## config.mk

```make
export PLATFORM = sky130hd
export DESIGN_NAME = rr_arbiter_8
export DESIGN_NICKNAME = d
export VERILOG_FILES = /design/src/rtl/arb_pkg.sv /design/src/rtl/rr_pick8.sv /design/src/rtl/rr_arbiter_8.sv
export SDC_FILE = /design/constraint.sdc
export NUM_CORES = 1
export LEC_CHECK = 0
export CAP_MARGIN = 20
export CORE_MARGIN = 10
export CORE_UTILIZATION = 40
export CTS_CLUSTER_SIZE = 12
export DETAILED_ROUTE_END_ITERATION = 7
export GPL_ROUTABILITY_DRIVEN = 0
export MAX_ROUTING_LAYER = met4
export PLACE_DENSITY = 0.61
export SLEW_MARGIN = 20
export SYNTH_ARGS = -nofsm -noshare
export SYNTH_HDL_FRONTEND = slang
export SYNTH_SLANG_ARGS = --single-unit
```

## constraint.sdc

```tcl
create_clock -name clk -period 4.4 [get_ports clk]
set_input_delay 0.88 -clock clk [delete_from_list [all_inputs] [get_ports clk]]
set_output_delay 0.88 -clock clk [all_outputs]
set_load 0.01 [all_outputs]
```

## src/rtl/arb_pkg.sv

```systemverilog
// Shared types and constants for the 8-way round-robin arbiter.
// The requester count is fixed at 8, so the 3-bit index helpers below wrap
// modulo 8 simply by truncating to IDX_W bits.
package arb_pkg;

    localparam int NUM_REQ      = 8;
    localparam int IDX_W        = 3;
    localparam int DEF_MAX_HOLD = 16;
    localparam int DEF_CNT_W    = 5;

    typedef enum logic [0:0] {
        IDLE  = 1'b0,
        GRANT = 1'b1
    } arb_state_e;

    // Modulo-8 addition of two requester indices.
    function automatic logic [IDX_W-1:0] idx_add(
        input logic [IDX_W-1:0] a,
        input logic [IDX_W-1:0] b
    );
        return a + b;
    endfunction

    // One-hot decode of a requester index.
    function automatic logic [NUM_REQ-1:0] onehot8(input logic [IDX_W-1:0] idx);
        return 8'b0000_0001 << idx;
    endfunction

endpackage

```

## src/rtl/rr_pick8.sv

```systemverilog
// Combinational round-robin selector: rotates the request vector so that
// requester `ptr` sits in position 0, finds the lowest set bit, and maps the
// rotated position back to the real requester index.
import arb_pkg::*;

module rr_pick8 (
    input  logic [NUM_REQ-1:0] req,
    input  logic [IDX_W-1:0]   ptr,
    output logic               any,
    output logic [IDX_W-1:0]   idx
);

    logic [NUM_REQ-1:0] rot_s;
    logic [IDX_W-1:0]   off_s;
    logic               found_s;

    // Rotate so that rot_s[k] is the request of requester (ptr + k) mod 8.
    always_comb begin
        rot_s = '0;
        for (int k = 0; k < NUM_REQ; k++) begin
            rot_s[k] = req[idx_add(IDX_W'(k), ptr)];
        end
    end

    // Fixed-priority find-first-set on the rotated vector (position 0 wins).
    always_comb begin
        off_s   = 3'd0;
        found_s = 1'b0;
        for (int k = 0; k < NUM_REQ; k++) begin
            if (rot_s[k] && !found_s) begin
                found_s = 1'b1;
                off_s   = IDX_W'(k);
            end else begin
                found_s = found_s;
            end
        end
    end

    assign any = found_s;
    assign idx = idx_add(off_s, ptr);

endmodule

```

## src/rtl/rr_arbiter_8.sv

```systemverilog
// 8-requester round-robin arbiter with registered one-hot grant, encoded
// index and a hold timeout. A grant is held until the owner pulses done,
// drops its request, or has held for MAX_HOLD cycles; every release passes
// through one IDLE cycle before the next grant is issued.
import arb_pkg::*;

module rr_arbiter_8 #(
    parameter int MAX_HOLD = DEF_MAX_HOLD,
    parameter int CNT_W    = DEF_CNT_W
) (
    input  logic               clk,
    input  logic               rst,
    input  logic [NUM_REQ-1:0] req,
    input  logic               done,
    output logic [NUM_REQ-1:0] gnt,
    output logic [IDX_W-1:0]   gnt_idx,
    output logic               gnt_valid,
    output logic               timeout
);

    // Timeout is disabled entirely when MAX_HOLD is 0; the counter then stays at 0.
    localparam bit               LIMIT_EN  = (MAX_HOLD != 0);
    localparam logic [CNT_W-1:0] HOLD_LAST = CNT_W'((MAX_HOLD == 0) ? 0 : (MAX_HOLD - 1));
    localparam logic [CNT_W-1:0] CNT_SAT   = {CNT_W{1'b1}};

    arb_state_e         state_q,     state_d;
    logic [IDX_W-1:0]   ptr_q,       ptr_d;
    logic [CNT_W-1:0]   hold_cnt_q,  hold_cnt_d;
    logic [NUM_REQ-1:0] gnt_q,       gnt_d;
    logic [IDX_W-1:0]   gnt_idx_q,   gnt_idx_d;
    logic               gnt_valid_q, gnt_valid_d;
    logic               timeout_q,   timeout_d;

    logic               pick_any_s;
    logic [IDX_W-1:0]   pick_idx_s;
    logic               rel_normal_s;
    logic               rel_limit_s;

    rr_pick8 u_pick (
        .req (req),
        .ptr (ptr_q),
        .any (pick_any_s),
        .idx (pick_idx_s)
    );

    // Release causes while granted: owner-driven (done / request drop) versus hold limit.
    always_comb begin
        rel_normal_s = done | ~req[gnt_idx_q];
        if (LIMIT_EN) begin
            rel_limit_s = (hold_cnt_q == HOLD_LAST);
        end else begin
            rel_limit_s = 1'b0;
        end
    end

    // Next-state and next-output logic for the IDLE/GRANT FSM.
    always_comb begin
        state_d     = state_q;
        ptr_d       = ptr_q;
        hold_cnt_d  = hold_cnt_q;
        gnt_d       = gnt_q;
        gnt_idx_d   = gnt_idx_q;
        gnt_valid_d = gnt_valid_q;
        timeout_d   = 1'b0;

        case (state_q)
            IDLE: begin
                // done is deliberately ignored here.
                hold_cnt_d = '0;
                if (pick_any_s) begin
                    state_d     = GRANT;
                    gnt_d       = onehot8(pick_idx_s);
                    gnt_idx_d   = pick_idx_s;
                    gnt_valid_d = 1'b1;
                end else begin
                    gnt_d       = '0;
                    gnt_valid_d = 1'b0;
                end
            end
            GRANT: begin
                if (rel_normal_s || rel_limit_s) begin
                    state_d     = IDLE;
                    gnt_d       = '0;
                    gnt_valid_d = 1'b0;
                    ptr_d       = idx_add(gnt_idx_q, 3'd1);
                    hold_cnt_d  = '0;
                    // Only a release caused purely by the hold limit is a timeout.
                    timeout_d   = rel_limit_s & ~rel_normal_s;
                end else begin
                    // No preemption: the grant stays put whatever other requests do.
                    if (!LIMIT_EN) begin
                        hold_cnt_d = '0;
                    end else if (hold_cnt_q != CNT_SAT) begin
                        hold_cnt_d = hold_cnt_q + 1'b1;
                    end else begin
                        hold_cnt_d = hold_cnt_q;
                    end
                end
            end
            default: begin
                state_d     = IDLE;
                gnt_d       = '0;
                gnt_valid_d = 1'b0;
                hold_cnt_d  = '0;
            end
        endcase
    end

    // State, pointer, counter and output registers with asynchronous clear.
    always_ff @(posedge clk or posedge rst) begin
        if (rst) begin
            state_q     <= IDLE;
            ptr_q       <= 3'd0;
            hold_cnt_q  <= '0;
            gnt_q       <= 8'd0;
            gnt_idx_q   <= 3'd0;
            gnt_valid_q <= 1'b0;
            timeout_q   <= 1'b0;
        end else begin
            state_q     <= state_d;
            ptr_q       <= ptr_d;
            hold_cnt_q  <= hold_cnt_d;
            gnt_q       <= gnt_d;
            gnt_idx_q   <= gnt_idx_d;
            gnt_valid_q <= gnt_valid_d;
            timeout_q   <= timeout_d;
        end
    end

    assign gnt       = gnt_q;
    assign gnt_idx   = gnt_idx_q;
    assign gnt_valid = gnt_valid_q;
    assign timeout   = timeout_q;

endmodule

```

Word-level counts from Yosys, hierarchy flattened --
Index checks and enable logic that the tools add are counted.
Word-level totals: flip-flop bits (word level) 22, input port bits 11
Operators by class: shifts and indexed selects 1, $lt $le $gt $ge 9, multiplexer cells 46, bitwise operators 5, add/sub/neg operators 10, eq/ne operators 4, reductions and logical operators 17
Operators with widths (count):
- less-than comparator 3 x 4 -> 1 bit, second input constant | 9
- binary-select mux 1 bit (select 3 bit) | 9
- 2-to-1 mux 1 bit | 23
- 2-to-1 mux 8 bit | 2
- one-hot mux 8 bit (2 select lines) | 1
- adder 3 bit, first input constant | 4
- 2-to-1 mux 3 bit | 4
- 2-to-1 mux 5 bit | 2
- one-hot mux 5 bit (2 select lines) | 1
- left shift 1 x 3 -> 8 bit, first input constant | 1
- logical AND 1 bit | 7
- logical NOT 1 bit | 7
- adder 2 x 3 -> 3 bit, first input constant | 2
- adder 5 x 1 -> 5 bit, second input constant | 1
- equality test 5 x 4 -> 1 bit, second input constant | 1
- != test 5 bit, second input constant | 1
- 2-to-1 mux 2 bit | 2
- one-hot mux 1 bit (2 select lines) | 2
- AND reduction 2 bit | 2
- adder 1 x 3 -> 3 bit, first input constant | 1
- adder 3 x 1 -> 3 bit, second input constant | 1
- adder 3 bit | 1
- != test 3 x 1 -> 1 bit, second input constant | 1
- inverter 1 bit | 3
- other kinds (4) | 4

Logic depth before layout (Yosys ltp) --
word-level depth 28, depth in mapped cells 16, mapped depth without buffers 14

Hierarchy --
Synthesis repeated with hierarchy kept, for this count alone.
Unflattened totals: cell total of the unflattened synthesis 158, area, all modules 1700.4 um^2
Modules (own cells, without submodules):
- rr_arbiter_8 | instances 1, area an instance 1046.0 um^2, cells each 91
- rr_pick8 | instances 1, area an instance 654.4 um^2, cells each 67

Worst setup path after synthesis --
OpenSTA, ideal clock, no wires.
path kind reg2reg, start register ptr_q[0], end register gnt_q[0] (netlist: gnt[0]), setup time 0.095 ns, data required time 4.305 ns, arrival 3.785 ns, clock period less this slack 3.880 ns, stages on the path, launching flop included 15, path buffers 3, path slack 0.520 ns, cell sequence dfrtp_1 > buf_4 > inv_1 > ha_1 > clkbuf_1 > mux4_2 > nor2b_1 > buf_4 > nand2_1 > o32ai_1 > o22a_1 > ha_1 > fa_1 > or3_1 > o31ai_1
Between the ends: word-level cells in the longest chain between the ends 28, elaborated cells between the ends (all ways) 56
Ends and longest elaborated chain:
- start, declared | RTL line rr_arbiter_8.sv:27 | logic [IDX_W-1:0] ptr_q, ptr_d;
- start signal, assigned | RTL line rr_arbiter_8.sv:121 | ptr_q <= ptr_d;
- branches (longest 24 deep; another with adder 1 x 3 -> 3 bit)
- adder 3 bit * | RTL line arb_pkg.sv:21 | return a + b;
- named net pick_idx_s[1] | RTL line rr_arbiter_8.sv:35 | logic [IDX_W-1:0] pick_idx_s;
- left shift 1 x 3 -> 8 bit * | RTL line arb_pkg.sv:26 | return 8'b0000_0001 << idx;
- 2-to-1 mux 8 bit * | RTL line rr_arbiter_8.sv:70 | if (pick_any_s) begin
- one-hot mux 8 bit (2 select lines) * | RTL line rr_arbiter_8.sv:66 | case (state_q)
- end signal, assigned | RTL line rr_arbiter_8.sv:123 | gnt_q <= gnt_d;
- end, declared | RTL line rr_arbiter_8.sv:29 | logic [NUM_REQ-1:0] gnt_q, gnt_d;
Mark *: on every way through the listed nets, which the timed path passes. The select of a mux whose other input is x is not followed. A chain may end at the register's enable or synchronous reset.

Final worst setup path --
start input req[4], end register gnt_q[0] (netlist: gnt[0])
Between the ends: word-level cells in the longest chain between the ends 28, elaborated cells between the ends (all ways) 55
Ends and longest elaborated chain:
- start, declared | RTL line rr_arbiter_8.sv:13 | input logic [NUM_REQ-1:0] req,
- binary-select mux 1 bit (select 3 bit) | RTL line rr_pick8.sv:21 | rot_s[k] = req[idx_add(IDX_W'(k), ptr)];
- 2-to-1 mux 1 bit (not written as such) | RTL line rr_pick8.sv:21
- 2-to-1 mux 1 bit | RTL line rr_pick8.sv:30 | if (rot_s[k] && !found_s) begin
- logical NOT 1 bit | RTL line rr_pick8.sv:30
- logical AND 1 bit | RTL line rr_pick8.sv:30
- 2-to-1 mux 1 bit | RTL line rr_pick8.sv:30
- logical NOT 1 bit | RTL line rr_pick8.sv:30
- logical AND 1 bit | RTL line rr_pick8.sv:30
- [13 not listed]
- logical NOT 1 bit | RTL line rr_pick8.sv:30
- logical AND 1 bit | RTL line rr_pick8.sv:30
- 2-to-1 mux 3 bit * | RTL line rr_pick8.sv:30
- adder 3 bit * | RTL line arb_pkg.sv:21
- named net pick_idx_s[1] | RTL line rr_arbiter_8.sv:35
- left shift 1 x 3 -> 8 bit * | RTL line arb_pkg.sv:26
- 2-to-1 mux 8 bit * | RTL line rr_arbiter_8.sv:70
- one-hot mux 8 bit (2 select lines) * | RTL line rr_arbiter_8.sv:66
The timed path passes the listed nets; every way through them passes the cells marked *. The select of a mux whose other input is x is not followed.

==> impl_metrics.env <==
export IMPL_pin_count=24
export IMPL_yosysSeqAreaShare_pct=32.4
export IMPL_htreeDepth=1
export IMPL_synth_warnings=0
export IMPL_cts_inserted_buffers=3
export IMPL_p_per_area_nw_per_um2=854
export IMPL_synth_cells=152
export IMPL_avgSynthCellArea_um2=11.2
export IMPL_cts_reportedPaths_clkPinSlew_ps=80
export IMPL_core_um2=4060
export IMPL_crit_path_start_kind="input pin"
export IMPL_peakVddDrop_v=0.000326
export IMPL_final_hold_viol_count=0
export IMPL_drc=0
export IMPL_nFillCells=352
export IMPL_grt_antenna_before_repair=0
export IMPL_fmax_mhz=244
export IMPL_hold_path_class="reg2reg"
export IMPL_end_kind="register"
export IMPL_die_area_um2=7250
export IMPL_power_w=0.00175
export IMPL_grt_pass1_wl_mm=6.78
export IMPL_period_share_pct=93.0
export IMPL_busiest_layer="met2"
export IMPL_ant_nets=0
export IMPL_synthesis_nets=171
export IMPL_root_buffer="clkbuf_8"
export IMPL_postCtsHoldBufs=0
export IMPL_worstMarginPinSlew_ps=852
export IMPL_final_nets=198
export IMPL_critPathKind="in2reg"
export IMPL_vias_per_cell=5.75
export IMPL_first_global_vias=1316
export IMPL_slowest_delay_ps=500
export IMPL_vias=1312
export IMPL_cts_path_max_buffers=2
export IMPL_crit_arrival_ps=4270
export IMPL_cts_sink_count=22
export IMPL_drive_above_1_share_pct=20.2
export IMPL_grt_total_usage_pct=11.4
export IMPL_cts_resized=0
export IMPL_cts_setup_buffers=0
export IMPL_min_period_ps=4090
export IMPL_drv_cap=0
export IMPL_place_ws_ps=65.8
export IMPL_critPathMaxFanout=7
export IMPL_rsz0062_at_grt="false"
export IMPL_worstPathRequired_ps=4580
export IMPL_clkLatencyLatePin_ps=260
export IMPL_timing_final_max_slew_violations=0
export IMPL_initial_core_util_pct=41.9
export IMPL_first_iter_violations=115
export IMPL_grtUsageMet2_pct=19.4
export IMPL_hpwl_mm=3.08
export IMPL_die_w_um=85.2
export IMPL_drt_wl_total_mm=3.90
export IMPL_grt_use_met1_pct=13.9
export IMPL_grt_met3_usage_pct=2.87
export IMPL_cp_slowest_cell="fa_1"
export IMPL_drtPass1Iterations=4
export IMPL_synth_edf_count=0
export IMPL_stdcell_count=228
export IMPL_setup_viol=0
export IMPL_synthArstFlopShare_pct=100
export IMPL_clock_skew_final_ps=6.19
export IMPL_setup_tns_ps=0
export IMPL_dieHeight_um=85.2
export IMPL_p_leak_nw=0.833
export IMPL_synthesis_area_um2=1700
export IMPL_drt_wirelength_per_cell_um=17.1
export IMPL_place_inst=224
export IMPL_ys_flop_type="dfrtp_1"
export IMPL_timing_final_ws_setup_ps=309
export IMPL_cts_tree="yes"
export IMPL_maxSlewHeadroom_pct=43.1
export IMPL_outcome="finished, final reports clean"
export IMPL_fp_row_count=23
export IMPL_crit_chain="clkdlybuf4s50_1, mux2_2, mux4_2, o2bb2ai_1, nand2_1, o32ai_1, o22a_1, ha_1, fa_1, or3_1, o31ai_1"
export IMPL_numPortBuffers=23
export IMPL_grt_overflow=0
export IMPL_grt_start_max_net_pins=23
export IMPL_synth_cell_type_count=42
export IMPL_num_antenna_cells=0
export IMPL_ys_ff_latch=22
export IMPL_area_growth_pct=20.8
## cell type report
type,instances,area [µm²],area share (%)
timing repair buffer,28,268,13.0
clock buffer,4,55.1,2.68
sequential,22,551,26.8
inverter,6,22.5,1.10
tap,50,62.6,3.05
multi-input combinational,118,1090,53.3
## registers in the layout (all words and copies together) (netlist names)
name / flops
hold_cnt_q: 5
gnt_valid: 1
ptr_q: 3
gnt_idx: 3
timeout: 1
gnt: 8
state_q: 1
## Yosys cell counts, types with 3 or more instances
cell type | n | area [µm²]
xor2_1 | 6 | 52.6
dfrtp_1 | 22 | 551
ha_1 | 7 | 87.6
inv_1 | 6 | 22.5
nand2b_1 | 6 | 37.5
a21oi_1 | 3 | 15.0
nor2_1 | 14 | 52.6
mux4_2 | 13 | 293
nand2_1 | 11 | 41.3
nor2b_1 | 4 | 25.0
o21ai_1 | 3 | 15.0
mux2_2 | 7 | 78.8
mux2i_1 | 7 | 70.1
o31ai_1 | 6 | 45.0
## worst max-delay path, delay by kind of cell
| kind | cells | cell delay (ps) |
|---|---|---|
| buffers and inverters | 1 | 490 |
| adders and majority gates | 2 | 650 |
| and+or+nand+nor | 2 | 530 |
| AOI/OAI and AO/OA | 4 | 890 |
| muxes | 2 | 820 |
## stage by stage
step | utilization (%) | hold slack, ps | cell area [µm²]
floorplan | - | 497 | 1700
global placement | 49.2 | 466 | 2000
detailed placement | 49.2 | 468 | 2000
CTS | 50.6 | 487 | 2050
global route | 50.6 | 519 | 2050
finish | 50.6 | 486 | 2050
## worst paths after layout
check / startpoint / end / depth (start not counted) / slack (ps)
min in group asynchronous: rst / gnt[3] / 2 / 1090
worst max-delay path: req[4] / gnt[0] / 11 / 310
worst min-delay path: gnt[4] / gnt[4] / 2 / 490
worst max register to register: ptr_q[0] / gnt[0] / 11 / 690
worst min register to register: gnt[4] / gnt[4] / 2 / 490
max in group asynchronous: rst / gnt_valid / 2 / 2780
## cell usage in the layout (no fill, tap or decap), types with 2 or more instances in the layout
cell type        netlist  routed
ha_1                   7       7
dfrtp_1               22      22
xor2_1                 6       6
mux2i_1                7       7
nor2_1                14      14
o21ai_1                3       3
buf_4                  2       5
inv_1                  6       6
clkdlybuf4s50_1        0      23
nor2b_1                4       4
mux2_2                 7       7
a21oi_1                3       3
o31ai_1                6       6
xnor2_1                2       2
o2111a_2               2       2
nor3_1                 2       2
nand2b_1               6       6
clkbuf_8               0       4
nand2_1               11      11
o21ai_0                2       2
mux4_2                13      13
o32ai_1                2       2
nand3_1                2       2
## per-layer routing
layer / up-vias / wire, µm
li1: 623 / -
met3: 2 / 118
met1: 668 / 1770
met4: 0 / 6
met5: - / 0
met2: 19 / 2010
## logic make-up after synthesis
| kind of cell | Yosys count | share of synthesized area, % |
|---|---|---|
| xor gates and xnor gates | 8 | 4.12 |
| AOI/OAI and AO/OA | 27 | 13.1 |
| adders and majority gates | 8 | 6.33 |
| muxes | 27 | 26.0 |
| buffers and inverters | 12 | 3.24 |
| DFF | 22 | 32.4 |
| and+or+nand+nor | 48 | 14.8 |
## where the power goes
| part | total (W) | internal (W) | switching [W] |
|---|---|---|---|
| registers | 0.000337 | 0.000263 | 0.0000741 |
| clock network | 0.000143 | 0.0000797 | 0.0000632 |
| logic | 0.00127 | 0.000642 | 0.000631 |
Note: power is estimated with default switching activity, not from simulation.
==> RTL change: new RTL, same settings <==
The package constant `NUM_REQ` goes from 8 to 12.
--- a/src/rtl/arb_pkg.sv
+++ b/src/rtl/arb_pkg.sv
@@ -5,3 +5,3 @@
 
-    localparam int NUM_REQ      = 8;
+    localparam int NUM_REQ      = 12;
     localparam int IDX_W        = 3;
Ports: changed (resized gnt and req); port bits go from 24 to 32. The function was not compared with the original's and may differ.
==> RTL change against the original RTL <==
Core utilization increased by 0.34 points; total power up 3.9%; non-clock buffer count is 1 lower; fmax is 1.2% higher; register-to-register slack lost 0.32 ns; sequential cell count is the same; synthesized area is 0.29% higher; via count increased by 1.9%; critical path depth rose by 2; setup slack improved by 0.050 ns; wire length grew 8.2%; final cell count rose by 7.5%; final area is 0.67% higher; hold slack better by 0.0024 ns; critical path type unchanged; largest cell class unchanged.
==> RTL change: results (changes against the original RTL) <==
Layout
  • Nets: 219 (+11%)
  • Non-Filler Instances: 245 (+7.5%)
  • Fill count: 381 (+8.2%)
  • Diodes inserted: 0 (unchanged)
  • Layout cell share with drive strength beyond 1: 16.4% (-3.8 points)

Global routing
  • GR Util met3: 2.29% (-0.57 points)
  • First-pass GRT wire length: 7360 microns (+8.6%)
  • Met1 Use GR: 15.5% (+1.6 points)
  • Grt met2 use: 19.5% (+0.068 points)
  • Total global-route track usage: 12.3% (+0.88 points)
  • Vias in the first global route: 1526 (+16%)

Yosys
  • Synth unique cells: 45 (+7.1%)
  • Post-synthesis mux area share: 22.7% (-3.3 points)
  • Seq/Total Area, Yosys: 32.3% (-0.095 points)
  • Synth area leaders: dfrtp_1 (32%), mux2i_1 (8.8%), mux4_2 (7.9%), ha_1 (5.1%), mux2_2 (4.6%)
  • Post-synthesis compound-gate area fraction: 13.6% (+0.48 points)
  • Synth top cells by count: dfrtp_1 (22), nand2_1 (17), mux2i_1 (15)
  • Xor and xnor fraction of the mapped netlist area: 4.55% (+0.43 points)
  • Fraction of registers with async set/reset: 100% (unchanged)
  • Syn avg cell area: 10.0 sq um (-10%)
  • Post-synthesis adder-cell area fraction: 6.31% (-0.019 points)

Placed design
  • Placed cells: 241 (+7.6%)
  • Pre-CTS WS: -0.0789 ns (-0.145 ns)
  • DP Area: 1980 sq um (-0.63%)
  • Post-DP HPWL: 3280 microns (+6.3%)

Detailed routing
  • Top sig layer: met4
  • Met2 wire length: 1970 microns (-1.9%)
  • Post-Route M1 WL: 2010 microns (+14%)
  • Routed wire per std cell: 17.2 microns (+0.66%)
  • Vias post-DR: 1337 (+1.9%)
  • Drt first pass iters: 4 (unchanged)
  • First DRT Iteration DRCs: 88 (-23%)
  • Detail Route met3 WL: 176 microns (+49%)

Timing
  • Worst Slack Setup Final: 0.360 ns (+0.0505 ns)
  • Hold Slack: 0.488 ns (+0.00242 ns)
  • Skew final: 0.00132 ns (-0.00487 ns)
  • Worst-margin pin slew: 0.829 ns (-0.0229 ns)

Worst hold path
  • Hold Path Class: flip-flop to flip-flop
  • Hold path start: gnt[2]
  • Hold endpoint: gnt[2]

Worst setup path
  • Worst Setup SP: req[1]
  • Reg-to-reg slack, setup: 0.37 ns (-0.32 ns)
  • Worst path arrival time: 4.18 ns (-0.09 ns)
  • R2r worst-path depth: 14 (+3)
  • Crit end category: flip-flop
  • Worst-path fanout max: 5 (-2)
  • R2R Path Start: ptr_q[1]
  • CP max stage delay: 0.59 ns (+0.09 ns)

Clock network
  • Root buffer cell: clkbuf_8
  • Maximum buffer depth of the clock tree: 2 (unchanged)

Power
  • Worst VDD drop: 0.563 mV (+73%)
  • Leakage power: 0.903 nW (+8.4%)

Status
  • Status: finished, final reports clean
[RTL change: power breakdown]
part	leakage, nW	switching, mW	total (mW)	internal, mW
registers	0.285	0.0769	0.339	0.262
clock network	0.0357	0.0700	0.192	0.122
logic	0.583	0.708	1.29	0.582
[RTL change: repair_timing]
| item | in CTS | in global routing |
|---|---|---|
| resized for setup | 0 | 3 |
| endpoints found under the hold margin | 0 | 0 |
| setup endpoints to repair | 0 | 8 |
[RTL change: worst max-delay path: cells and delay by family]
family | cells | cell delay [ns]
and+or+nand+nor | 3 | 0.67
AOI/OAI and AO/OA | 3 | 0.60
muxes | 1 | 0.53
buffers and inverters | 4 | 0.75
adders and majority gates | 2 | 0.74
[RTL change: final cells by class]
class                   instances  area [sq um]  share of cell area [%]
multi-input cells             132          1080                    52.5
flip-flops and latches         22           551                    26.7
repair buffers                 27           260                    12.6
well taps                      50          62.6                    3.03
clock buffers                   3          41.3                    2.00
inverters                      10          37.5                    1.82
clock inverters                 1          30.0                    1.45
